--- src/rtl/loop_mon_pkg.sv ---
// Shared types and helpers for the loop oscillation monitor: FSM states,
// saturating increment and all-ones masks for arbitrary widths up to 32 bits.
package loop_mon_pkg;

    typedef enum logic [1:0] {
        IDLE    = 2'd0,
        ARM     = 2'd1,
        MEASURE = 2'd2,
        REPORT  = 2'd3
    } mon_state_t;

    function automatic logic [31:0] all_ones(input int w);
        logic [63:0] m;
        m = (64'd1 << w) - 64'd1;
        return m[31:0];
    endfunction

    // Increment v but stop at the largest value representable in w bits.
    function automatic logic [31:0] sat_inc(input logic [31:0] v, input int w);
        logic [31:0] lim;
        lim = all_ones(w);
        return (v >= lim) ? lim : v + 32'd1;
    endfunction

endpackage

--- src/rtl/loop_sync_edge.sv ---
// Multi-stage synchronizer for an asynchronous loop net, followed by an
// edge-detect register comparing the synchronized level with its last value.
module loop_sync_edge #(
    parameter int SYNC_STAGES = 2
) (
    input  logic clk,
    input  logic rst_n,
    input  logic probe,
    output logic sync_level,
    output logic sync_edge
);

    logic [SYNC_STAGES-1:0] sync_q;
    logic                   prev_q;

    always_ff @(posedge clk) begin
        if (!rst_n) begin
            sync_q <= '0;
            prev_q <= 1'b0;
        end else begin
            sync_q <= {sync_q[SYNC_STAGES-2:0], probe};
            prev_q <= sync_q[SYNC_STAGES-1];
        end
    end

    assign sync_level = sync_q[SYNC_STAGES-1];
    assign sync_edge  = sync_q[SYNC_STAGES-1] ^ prev_q;

endmodule

--- src/rtl/loop_osc_monitor.sv ---
// Windowed observer for a free-running loop net: counts synchronized edges,
// tracks the shortest edge-to-edge gap and reports through a valid/ready pair.
module loop_osc_monitor
    import loop_mon_pkg::*;
#(
    parameter int WIN_W       = 16,
    parameter int CNT_W       = 16,
    parameter int OSC_THRESH  = 2,
    parameter int SYNC_STAGES = 2
) (
    input  logic             clk,
    input  logic             rst_n,
    input  logic             start,
    input  logic [WIN_W-1:0] win_len,
    input  logic             probe,
    output logic             busy,
    output logic             res_valid,
    input  logic             res_ready,
    output logic [CNT_W-1:0] res_edges,
    output logic             res_osc,
    output logic             res_level,
    output logic [WIN_W-1:0] res_min_gap
);

    localparam int               ARM_W    = $clog2(SYNC_STAGES + 1);
    localparam logic [ARM_W-1:0] ARM_LAST = ARM_W'(SYNC_STAGES);
    localparam logic [WIN_W-1:0] WIN_ONES = WIN_W'(all_ones(WIN_W));
    localparam logic [31:0]      OSC_T    = 32'(OSC_THRESH);

    mon_state_t       state;
    logic [WIN_W-1:0] win_q;
    logic [WIN_W-1:0] meas_cnt;
    logic [ARM_W-1:0] arm_cnt;
    logic [CNT_W-1:0] edge_cnt;
    logic [WIN_W-1:0] gap_cnt;
    logic [WIN_W-1:0] min_gap;

    logic             sync_level;
    logic             sync_edge;

    logic [CNT_W-1:0] edge_cnt_nxt;
    logic [WIN_W-1:0] gap_cnt_nxt;
    logic [WIN_W-1:0] gap_plus;
    logic [WIN_W-1:0] min_gap_nxt;

    loop_sync_edge #(
        .SYNC_STAGES (SYNC_STAGES)
    ) u_sync (
        .clk        (clk),
        .rst_n      (rst_n),
        .probe      (probe),
        .sync_level (sync_level),
        .sync_edge  (sync_edge)
    );

    // Next-cycle counter values, so the final window cycle is included in the result.
    always_comb begin
        edge_cnt_nxt = edge_cnt;
        gap_cnt_nxt  = WIN_W'(sat_inc(32'(gap_cnt), WIN_W));
        gap_plus     = WIN_W'(sat_inc(32'(gap_cnt), WIN_W));
        min_gap_nxt  = min_gap;
        if (sync_edge) begin
            edge_cnt_nxt = CNT_W'(sat_inc(32'(edge_cnt), CNT_W));
            gap_cnt_nxt  = '0;
            if (edge_cnt != '0 && gap_plus < min_gap) begin
                min_gap_nxt = gap_plus;
            end
        end
    end

    always_ff @(posedge clk) begin
        if (!rst_n) begin
            state       <= IDLE;
            busy        <= 1'b0;
            res_valid   <= 1'b0;
            res_edges   <= '0;
            res_osc     <= 1'b0;
            res_level   <= 1'b0;
            res_min_gap <= WIN_ONES;
            win_q       <= '0;
            meas_cnt    <= '0;
            arm_cnt     <= '0;
            edge_cnt    <= '0;
            gap_cnt     <= '0;
            min_gap     <= WIN_ONES;
        end else begin
            case (state)
                IDLE: begin
                    if (start) begin
                        win_q    <= win_len;
                        arm_cnt  <= '0;
                        edge_cnt <= '0;
                        gap_cnt  <= '0;
                        min_gap  <= WIN_ONES;
                        busy     <= 1'b1;
                        state    <= ARM;
                    end
                end
                ARM: begin
                    arm_cnt <= arm_cnt + 1'b1;
                    if (arm_cnt == ARM_LAST) begin
                        meas_cnt <= win_q;
                        if (win_q == '0) begin
                            res_edges   <= '0;
                            res_osc     <= 1'b0;
                            res_level   <= sync_level;
                            res_min_gap <= WIN_ONES;
                            res_valid   <= 1'b1;
                            state       <= REPORT;
                        end else begin
                            state <= MEASURE;
                        end
                    end
                end
                MEASURE: begin
                    edge_cnt <= edge_cnt_nxt;
                    gap_cnt  <= gap_cnt_nxt;
                    min_gap  <= min_gap_nxt;
                    meas_cnt <= meas_cnt - 1'b1;
                    if (meas_cnt == WIN_W'(1)) begin
                        res_edges   <= edge_cnt_nxt;
                        res_osc     <= (32'(edge_cnt_nxt) >= OSC_T);
                        res_level   <= sync_level;
                        res_min_gap <= min_gap_nxt;
                        res_valid   <= 1'b1;
                        state       <= REPORT;
                    end
                end
                REPORT: begin
                    if (res_ready) begin
                        res_valid <= 1'b0;
                        busy      <= 1'b0;
                        state     <= IDLE;
                    end
                end
                default: state <= IDLE;
            endcase
        end
    end

endmodule
--- config.mk ---
export PLATFORM = sky130hd
export DESIGN_NAME = loop_osc_monitor
export DESIGN_NICKNAME = d
export VERILOG_FILES = /design/src/rtl/loop_mon_pkg.sv /design/src/rtl/loop_sync_edge.sv /design/src/rtl/loop_osc_monitor.sv
export SDC_FILE = /design/constraint.sdc
export NUM_CORES = 1
export LEC_CHECK = 0
export CAP_MARGIN = 10
export CORE_MARGIN = 1
export CORE_UTILIZATION = 64
export DETAILED_ROUTE_END_ITERATION = 8
export DONT_BUFFER_PORTS = 1
export PLACE_DENSITY_LB_ADDON = 0.25
export RECOVER_POWER = 100
export SYNTH_ARGS = -nofsm -noshare
export SYNTH_HDL_FRONTEND = slang
export SYNTH_SLANG_ARGS = --single-unit
export TNS_END_PERCENT = 100
--- constraint.sdc ---
create_clock -name clk -period 4.65 [get_ports clk]
set_clock_uncertainty 0.05 [all_clocks]
set_input_delay 0.465 -clock clk [delete_from_list [all_inputs] [get_ports clk]]
set_output_delay 0.465 -clock clk [all_outputs]
set_load 0.01 [all_outputs]
==> impl_metrics.tcl, run 1 <==
set metrics [dict create \
    initial_core_util 0.673 \
    multi_input_area_um2 3490 \
    drc_errors 0 \
    first_pass_iters 5 \
    coreArea_um2 9370 \
    grt_pass1_wl_um 25200 \
    power_frac_seq 0.339 \
    p_int_uw 2330 \
    postSynthCellCount 755 \
    path_buf_inv 0 \
    grt_max_degree 75 \
    holdWs_ns 0.0156 \
    clock_power_share 0.397 \
    grt_overflow 0 \
    grt_pass1_vias 5297 \
    p_leak_uw 0.00290 \
    regArea_um2 2460 \
    row_count 35 \
    layout_commonest_cell "dfxtp_1" \
    ys_seq_area_frac 0.390 \
    slowest_stage "or4b_1" \
    synth_area_leader_cell "dfxtp_1" \
    drv_slew 0 \
    critPathArrivalTime_ns 4.70 \
    hold_depth 1 \
    cp_top_family "compound AO/OA/AOI/OAI gates" \
    final_layout_size_suffix_gt1_frac 0.0613 \
    setup_violations 0 \
    hpwl_um 10200 \
    synth_area_leaders "dfxtp_1, a22oi_1, ha_1" \
    ys_warn_count 0 \
    crit_cells 11 \
    rrSetupSlack_ns 0.37 \
    power.share.combinational 0.265 \
    grt_antenna_before_repair 0 \
    holdPathEnd "meas_cnt[4]$_SDFFE_PN0P_" \
    cts_tree "yes" \
    die_x_um 101 \
    final_cell_mix "dfxtp_1, nor2_1, nand2_1" \
    ios 57 \
    cp-end-kind "flip-flop" \
    clk_path_buf_depth 2 \
    worstHoldPathType "in2reg" \
    max_freq_ghz 0.233 \
    r2r_start "gap_cnt[0]$_SDFFE_PN0P_" \
    worstSetupPathType "reg2reg" \
    cp-start-kind "flip-flop" \
    r2r.worst_path.cells 11 \
    status "finished clean" \
    crit_fanout 16 \
    place_area_um2 6320 \
    synthFlopType "dfxtp_1" \
    rsz0062_at_grt "false" \
    cpPeakStageDelay_ns 0.80 \
    gp_congestion 0.939 \
    syn_area_um2 6310 \
    cts_sinks 123 \
    drtAntennaViolNets 0 \
    cts_buffers 17 \
    numPortBuffers 0 \
    timing.rr.end "min_gap[1]$_SDFFE_PN1P_" \
    track_usage 0.317 \
    crit_start "gap_cnt[0]$_SDFFE_PN0P_" \
    power_switching_uw 1210 \
    syn_nets 801 \
    synth_edf_count 0 \
    wirelength_um 15900 \
    powerDensity_nw_per_um2 509 \
    setup_tns_ns 0 \
    cts-root-buf "clkbuf_8" \
    ys_ff_latch 123 \
    synth.top_cell.area_share 0.390 \
    ir_worst_vdd_mv 0.493 \
    cp_cell_sequence "ha_1, nand3_1, or4b_1, nand3_1, o21a_1, ha_1, a211o_1, a211o_1, a311o_1, o221ai_2, o22a_1" \
    yosysUniqueCellTypes 61 \
    final_nets 783 \
    syn_to_final_growth_pct 10.6 \
    hold_buffers 5 \
    max_cap_viol_count 0 \
    fin_area_um2 6970 \
    slew_headroom 0.167 \
    fillerInstances 693 \
    cts_resized 0 \
    syn_area_per_cell_um2 8.35 \
    period_share 0.921 \
    worstPathRequired_ns 5.07 \
    min_period_ns 4.28 \
    postCtsSetupBuffers 0 \
    antennaDiodeCount 0 \
    clk-insertion-delay-late_ns 0.53 \
    drtIter0Drc 408 \
    wire_per_inst_um 18.1 \
    htreeDepth 4 \
    post_drt_via_cell_ratio 6.43 \
    totalPowerFinal_uw 3550 \
    hold_viol 0 \
    die_h_um 101 \
    dieArea_um2 10300 \
    path_clk_slew_ns 0.06 \
    p_sw_frac 0.342 \
    synth_async_sr_flop_share 0 \
    min-delay-start "rst_n" \
    dr_total_vias 5649 \
    tightest_slew_ns 1.25 \
]
## how the worst max path moves through the flow
stage,to,slack (ns)
after floorplan,min_gap[6]$_SDFFE_PN1P_,0.70
after global placement,min_gap[10]$_SDFFE_PN1P_,0.65
after detailed placement,min_gap[1]$_SDFFE_PN1P_,0.47
after CTS,min_gap[1]$_SDFFE_PN1P_,0.41
after global routing,res_min_gap[9]$_SDFFE_PN1P_,0.07
final,min_gap[1]$_SDFFE_PN1P_,0.37
## layer usage
metal  part of all wire  vias to the layer above  GRT usage
met5                  0                        -          0
met2               0.48                      231      0.534
met4              0.022                        0      0.136
met1               0.42                     2677      0.381
met3              0.078                       34     0.0856
li1                   -                     2707          -
## worst register-to-register path: stages (launching register included)
cell	delay, ns
dfxtp_1	0.44
ha_1	0.23
nand3_1	0.22
or4b_1	0.80
nand3_1	0.18
o21a_1	0.20
ha_1	0.26
a211o_1	0.27
a211o_1	0.26
a311o_1	0.37
o221ai_2	0.72
o22a_1	0.24
## power by group through the flow
stage / clock, µW / combinational [µW] / sequential [µW]
after floorplan: 0 / 707 / 1200
after global placement: 0 / 879 / 1220
after detailed placement: 0 / 914 / 1220
after CTS: 1410 / 937 / 1200
after global routing: 1460 / 1020 / 1210
final: 1410 / 939 / 1200
## state kept, by name, summed over array words and instances, names as in the netlist
| register | flops |
|---|---|
| edge_cnt | 16 |
| min_gap | 16 |
| res_min_gap | 16 |
| state | 2 |
| res_osc | 1 |
| meas_cnt | 16 |
| res_edges | 16 |
| res_level | 1 |
| gap_cnt | 16 |
| res_valid | 1 |
| u_sync.prev_q | 1 |
| arm_cnt | 2 |
| win_q | 16 |
| busy | 1 |
| u_sync.sync_q | 2 |
## through the flow
| stage | std cells | utilization | setup WS, ns |
|---|---|---|---|
| 6_report | 879 | 0.744 | 0.367 |
| 5_1_grt | 879 | 0.744 | 0.0715 |
| 4_1_cts | 879 | 0.747 | 0.406 |
| 3_5_place_dp | 842 | 0.674 | 0.472 |
| 3_3_place_gp | 842 | 0.674 | 0.649 |
| 2_1_floorplan | 755 | - | 0.701 |
## area by class of cell
type | instances | share of cell area
repair buffers | 15 | 0.0158
multi-input cells | 548 | 0.500
clock buffers | 19 | 0.0633
flip-flops and latches | 123 | 0.353
inverters | 32 | 0.0172
clock inverters | 13 | 0.0273
well taps | 129 | 0.0231
## cells by family after synthesis
family	after synthesis	share of synthesized area
AND/OR/NAND/NOR	272	0.212
AO/OA/AOI/OAI	208	0.228
flip-flops	123	0.390
buffers and inverters	84	0.0548
multiplexers	26	0.0413
adder cells (fa/ha/maj)	25	0.0496
XOR/XNOR	17	0.0236
## cell usage after synthesis (all sizes together) (2+ instances only)
master	instances
nand4	18
nor3b	2
a2bb2oi	18
ha	25
clkbuf	39
nor2	77
nor2b	8
mux2i	26
or2	3
and2	9
nand2	74
o31ai	3
o2111ai	2
buf	13
a21o	3
nor4b	2
dfxtp	123
a31oi	6
a211o	3
and4	7
inv	32
a211oi	5
o22ai	3
o31a	2
a22oi	45
nand3	19
o21a	8
xor2	7
o211ai	2
and3	8
o21ai	28
nand2b	4
o22a	17
xnor2	10
or3	4
a21oi	50
nor4	12
a21boi	4
nor3	18
or4	5
Power figures use the tool's default switching activity.
==> run 2: changes to the inputs <==
Settings changed: SLEW_MARGIN from default to 0.
==> results of run 2 <==
Final layout, timing and power as in run 1 (identical DEF).
